File: src/rtl/scope_capture_ctrl.sv
// scope_capture_ctrl: scope acquisition sequencer.
// Pre-trigger fill, trigger search, post-trigger fill into circular RAM.
module scope_capture_ctrl #(
  parameter int ADDR_W = 10,
  parameter int DATA_W = 8
) (
  input  logic              clk,
  input  logic              rst,
  input  logic              arm,
  input  logic              abort,
  input  logic              force_trig,
  input  logic              sample_valid,
  input  logic [DATA_W-1:0] sample_in,
  input  logic [DATA_W-1:0] trig_level,
  input  logic              trig_edge,
  input  logic [ADDR_W-1:0] pretrig,
  output logic              wr_en,
  output logic [ADDR_W-1:0] wr_addr,
  output logic [DATA_W-1:0] wr_data,
  output logic              busy,
  output logic              triggered,
  output logic              done,
  output logic [ADDR_W-1:0] trig_addr
);

  localparam int DEPTH = 1 << ADDR_W;

  typedef enum logic [2:0] {
    S_IDLE,
    S_PREFILL,
    S_WAIT,
    S_POST,
    S_DONE
  } state_e;

  state_e            state_q, state_d;
  logic [ADDR_W-1:0] addr_q, addr_d;
  logic [ADDR_W-1:0] pretrig_q, pretrig_d;
  logic [ADDR_W-1:0] pre_cnt_q, pre_cnt_d;
  logic [ADDR_W:0]   post_cnt_q, post_cnt_d;
  logic [DATA_W-1:0] prev_q, prev_d;
  logic              prev_valid_q, prev_valid_d;
  logic              wr_en_q, wr_en_d;
  logic [ADDR_W-1:0] wr_addr_q, wr_addr_d;
  logic [DATA_W-1:0] wr_data_q, wr_data_d;
  logic              triggered_q, triggered_d;
  logic [ADDR_W-1:0] trig_addr_q, trig_addr_d;

  logic              accept;
  logic              rise;
  logic              fall;
  logic              hit;
  logic [ADDR_W:0]   post_init;

  // Trigger qualification on the incoming sample.
  always_comb begin
    accept = sample_valid &&
             ((state_q == S_PREFILL) ||
              (state_q == S_WAIT) ||
              (state_q == S_POST));
    rise = prev_valid_q && (prev_q < trig_level) &&
           (sample_in >= trig_level);
    fall = prev_valid_q && (prev_q >= trig_level) &&
           (sample_in < trig_level);
    hit  = force_trig || (trig_edge ? fall : rise);
    post_init = (ADDR_W+1)'(DEPTH - 1) - {1'b0, pretrig_q};
  end

  // Next-state, write strobe and capture bookkeeping.
  always_comb begin
    state_d      = state_q;
    addr_d       = addr_q;
    pretrig_d    = pretrig_q;
    pre_cnt_d    = pre_cnt_q;
    post_cnt_d   = post_cnt_q;
    prev_d       = prev_q;
    prev_valid_d = prev_valid_q;
    wr_en_d      = 1'b0;
    wr_addr_d    = wr_addr_q;
    wr_data_d    = wr_data_q;
    triggered_d  = triggered_q;
    trig_addr_d  = trig_addr_q;
    if (abort) begin
      state_d     = S_IDLE;
      triggered_d = 1'b0;
    end else begin
      if (accept) begin
        wr_en_d      = 1'b1;
        wr_addr_d    = addr_q;
        wr_data_d    = sample_in;
        addr_d       = addr_q + 1'b1;
        prev_d       = sample_in;
        prev_valid_d = 1'b1;
      end
      unique case (state_q)
        S_IDLE, S_DONE: begin
          if (arm) begin
            addr_d       = '0;
            pretrig_d    = pretrig;
            pre_cnt_d    = '0;
            prev_valid_d = 1'b0;
            triggered_d  = 1'b0;
            state_d = (pretrig == '0) ? S_WAIT : S_PREFILL;
          end
        end
        S_PREFILL: begin
          if (accept) begin
            pre_cnt_d = pre_cnt_q + 1'b1;
            if (pre_cnt_d == pretrig_q) state_d = S_WAIT;
          end
        end
        S_WAIT: begin
          if (accept && hit) begin
            trig_addr_d = addr_q;
            triggered_d = 1'b1;
            post_cnt_d  = post_init;
            state_d = (post_init == '0) ? S_DONE : S_POST;
          end
        end
        S_POST: begin
          if (accept) begin
            post_cnt_d = post_cnt_q - 1'b1;
            if (post_cnt_q == 1) state_d = S_DONE;
          end
        end
        default: state_d = S_IDLE;
      endcase
    end
  end

  // State and datapath registers.
  always_ff @(posedge clk or negedge rst) begin
    if (!rst) begin
      state_q      <= S_IDLE;
      addr_q       <= '0;
      pretrig_q    <= '0;
      pre_cnt_q    <= '0;
      post_cnt_q   <= '0;
      prev_q       <= '0;
      prev_valid_q <= 1'b0;
      wr_en_q      <= 1'b0;
      wr_addr_q    <= '0;
      wr_data_q    <= '0;
      triggered_q  <= 1'b0;
      trig_addr_q  <= '0;
    end else begin
      state_q      <= state_d;
      addr_q       <= addr_d;
      pretrig_q    <= pretrig_d;
      pre_cnt_q    <= pre_cnt_d;
      post_cnt_q   <= post_cnt_d;
      prev_q       <= prev_d;
      prev_valid_q <= prev_valid_d;
      wr_en_q      <= wr_en_d;
      wr_addr_q    <= wr_addr_d;
      wr_data_q    <= wr_data_d;
      triggered_q  <= triggered_d;
      trig_addr_q  <= trig_addr_d;
    end
  end

  assign wr_en     = wr_en_q;
  assign wr_addr   = wr_addr_q;
  assign wr_data   = wr_data_q;
  assign triggered = triggered_q;
  assign trig_addr = trig_addr_q;
  assign done      = (state_q == S_DONE);
  assign busy      = (state_q == S_PREFILL) ||
                     (state_q == S_WAIT) ||
                     (state_q == S_POST);

endmodule

File: config.mk
export PLATFORM = sky130hd
export DESIGN_NAME = scope_capture_ctrl
export DESIGN_NICKNAME = d
export VERILOG_FILES = /design/src/rtl/scope_capture_ctrl.sv
export SDC_FILE = /design/constraint.sdc
export NUM_CORES = 1
export LEC_CHECK = 0
export ABC_AREA = 1
export BUFFER_PORTS_ARGS = -buffer_cell sky130_fd_sc_hd__buf_2
export CAP_MARGIN = 20
export CORE_ASPECT_RATIO = 0.7
export CORE_MARGIN = 4
export CORE_UTILIZATION = 40
export CTS_CLUSTER_SIZE = 28
export DETAILED_ROUTE_END_ITERATION = 12
export PLACE_DENSITY = 0.68
export SLEW_MARGIN = 30
export SYNTH_ARGS = -nofsm -noshare
export SYNTH_HDL_FRONTEND = slang
export SYNTH_SLANG_ARGS = --single-unit
File: constraint.sdc
create_clock -name clk -period 2.7 [get_ports clk]
set_clock_uncertainty 0.1 [all_clocks]
set_input_delay 0.27 -clock clk [delete_from_list [all_inputs] [get_ports clk]]
set_output_delay 0.27 -clock clk [all_outputs]
set_load 0.1 [all_outputs]
==> metrics.md <==
| Metric | Value |
|---|---|
| Unrepaired setup endpoints after global routing | false |
| Clock buffer depth | 2 |
| Peak VDD IR | roughly 0.77 mV |
| Setup TNS Final | 0 ps |
| Die ar. | approximately 12000 µm² |
| Sw frac | around 48% |
| I/O pins | 65 |
| Main synth FF type | dfrtp_1 |
| Combinational power share | roughly 45% |
| CP required | approximately 2800 ps |
| Final-report setup violation count | 0 |
| Ant diodes | 0 |
| Sequential Power Share | around 33% |
| Worst hold margin | roughly 57 ps |
| Layout cells sized above 1 | 15.70% |
| Mapped Cells | about 560 |
| Hold-fix buffers, CTS | 0 |
| Nets | 685 |
| Final worst slack | 343.5 ps |
| Crit. Startpoint | wr_data[7]$_DFFE_PN0P_ |
| Pre-CTS setup slack | between 300 and 400 ps |
| Yosys reg bits | 75 |
| Worst Max-Slew Pin Slew | between 600 and 700 ps |
| Vias in the first global route | 3719 |
| Asr flop ratio synth | 100.0% |
| Initial DRT Pass Iterations | 5 |
| FMAX | approximately 420 MHz |
| Critical Path End Type | flop |
| Mapped Nets | 617 |
| Antenna violations before repair | 0 |
| R2R Path Start | wr_data[7]$_DFFE_PN0P_ |
| CTS Buf Count | 9 |
| Total power draw | 0.005295 W |
| GPL Wtd Cong | around 0.82 |
| Overall die height | approximately 94 µm |
| Crit-path max cell delay | a little over 400 ps |
| # rows | 31 |
| Clk Latency, worst-skew pair | 330 ps |
| Final wirelength | around 10000 µm |
| Vias per std cell | between 5 and 6 |
| CTS tree | yes |
| Relative slew margins | between 50% and 60% |
| Layout area overhead | 18.63% |
| Residual DRC | 0 |
| Starting Density | 40.92% |
| CP startpoint kind | flop |
| Pleak | approximately 2.6 nW |
| Post-CTS setup buffer count | 0 |
| Hold_sp | sample_in[4] |
| Fillers | 1000 |
| CP Buf/Inv Count | 1 |
| Crit Path Category | reg -> reg |
| Status | finished clean |
| P_int | ~0.0028 W |
| Die width | roughly 130 µm |
| EDFF count, synth | 0 |
| Total Routing Usage GR | ~18% |
| H-tree depth | 3 |
| Hold/Removal Path Class | in -> reg |
| MaxCap Viol Count | 0 |
| Synthesized area per cell | 7.514 µm² |
| Final core occ | between 40% and 50% |
| Reg2reg setup slack | around 340 ps |
| Placeable Area | about 10000 µm² |
| Antenna viol nets, final | 0 |
| Yosys cell types | 34 |
| Post-CTS sizing | 0 |
| Slowest-stage cell, CP | dfrtp_1 |
| Clk pwr share | 22.8% |
| Per-cell routed wire length | ~14 µm |
| Global route overflow | 0 |
| Global-route wire length before repair | 17890 µm |
| Critical Path Most Common Cell | nand2_1 |
| PortBufs | 64 |
| Worst path arrival time | around 2400 ps |
| Synthesized area | about 4200 µm² |
| Power density cells | ~1100 nW/µm² |
| Largest net degree at the start of global routing | 76 |
| CP cell instances | ha_1 -> a21o_1 -> nor2_1 -> nand2_1 -> nor2_1 -> nand2_1 -> nand3_1 -> nand2_1 -> inv_1 -> nand2_1 -> nand2_1 -> o21ai_0 |
| Clock Tree Root | clkbuf_16 |
| Most frequent cells in the layout | nand2_1, inv_1, dfrtp_1 |
| Crit share post-route | 87.28% |
| Most common cell after layout, fill and taps aside | nand2_1 |
| Family with the most delay on the worst path | simple AND/OR/NAND/NOR gates |
| Max-slew violation count | 0 |
| CTS sink cnt | 75 |
| Final min period | between 2000 and 2500 ps |
| Synth warnings | 0 |
| Final Hold Viols | 0 |
| Psw | 0.002527 W |
| Vias | just under 4000 |
| Starting DRC count in detailed routing | ~270 |
| Final HPWL DP | ~8000 µm |
| Maximum fanout along the worst path | 20 |
| Clock Pin Slew Worst Setup and Hold Paths | approximately 60 ps |
| Register area share after synthesis | roughly 44% |
==> worst reg2reg max path: stages (launching register included) <==
cell,delay (ps)
dfrtp_1,410
ha_1,310
a21o_1,160
nor2_1,140
nand2_1,80
nor2_1,80
nand2_1,50
nand3_1,90
nand2_1,90
inv_1,80
nand2_1,350
nand2_1,180
o21ai_0,100
==> logic make-up after synthesis <==
kind of cell | count (synthesis) | synth area share, %
AO/OA/AOI/OAI | 87 | 10.87
buffers and inverters | 91 | 8.208
AND/OR/NAND/NOR | 283 | 28.76
XOR/XNOR | 8 | 1.978
adder cells (fa/ha/maj) | 20 | 5.905
flip-flops | 75 | 44.29
==> metal layers <==
layer | vias to the layer above | part of all wire [%] | global-route usage (%)
li1 | 1954 | - | -
met1 | 1834 | 50 | 26.40
met2 | 114 | 43 | 26.82
met3 | 10 | 6.3 | 4.830
met4 | 0 | 0.88 | 4.452
met5 | - | 0 | 0
==> flip-flops by register name, indices dropped and copies added, names as in the netlist, 3 cells and up <==
name        flops
addr_q         10
post_cnt_q     11
pre_cnt_q      10
pretrig_q      10
state_q         3
trig_addr      10
wr_addr        10
wr_data         8
==> per-stage QoR <==
stage               cell area (µm²)  cells
floorplan                      4238    564
global placement               4708    752
detailed placement             4708    752
CTS                            5014    768
global route                   5027    769
finish                         5027    769
==> worst paths after layout <==
check,cells past startpoint,to
max,12,trig_addr[4]$_DFFE_PN0P_
min,3,wr_data[4]$_DFFE_PN0P_
max reg2reg,12,trig_addr[4]$_DFFE_PN0P_
min reg2reg,2,trig_addr[9]$_DFFE_PN0P_
max in group asynchronous,2,wr_data[6]$_DFFE_PN0P_
min in group asynchronous,2,pre_cnt_q[8]$_DFFE_PN0P_
==> Yosys cell counts, drive strengths merged, types with 3 or more instances <==
cell type	instances	area share, %
a21oi	16	1.9
xnor2	4	0.83
ha	20	5.9
nor3	15	2.4
nor2	39	3.8
o22ai	9	1.3
buf	7	0.77
inv	78	6.9
o21ai	56	6.6
or2	4	0.59
nand3	28	3.5
xor2	3	0.62
nor4	4	0.59
dfrtp	75	44
clkbuf	6	0.53
nand4	10	1.5
nand2	182	16
==> layout make-up <==
type,count,area (µm²),area share (%)
Multi-Input combinational cell,398,2013,40.04
Clock inverter,4,48.80,0.9706
Timing Repair Buffer,70,374.1,7.442
Tap cell,132,165.2,3.285
Inverter,78,292.8,5.824
Clock buffer,12,256.5,5.102
Sequential cell,75,1877,37.33
==> power groups by stage <==
stage	sequential, W	clock [W]	combinational (W)
after floorplan	0.00245	0	0.00109
after global placement	0.00172	0	0.00231
after detailed placement	0.00173	0	0.00235
after CTS	0.00172	0.00124	0.00236
after global routing	0.00177	0.00129	0.00259
final	0.00173	0.00121	0.00236
(Power assumes the default switching activity.)
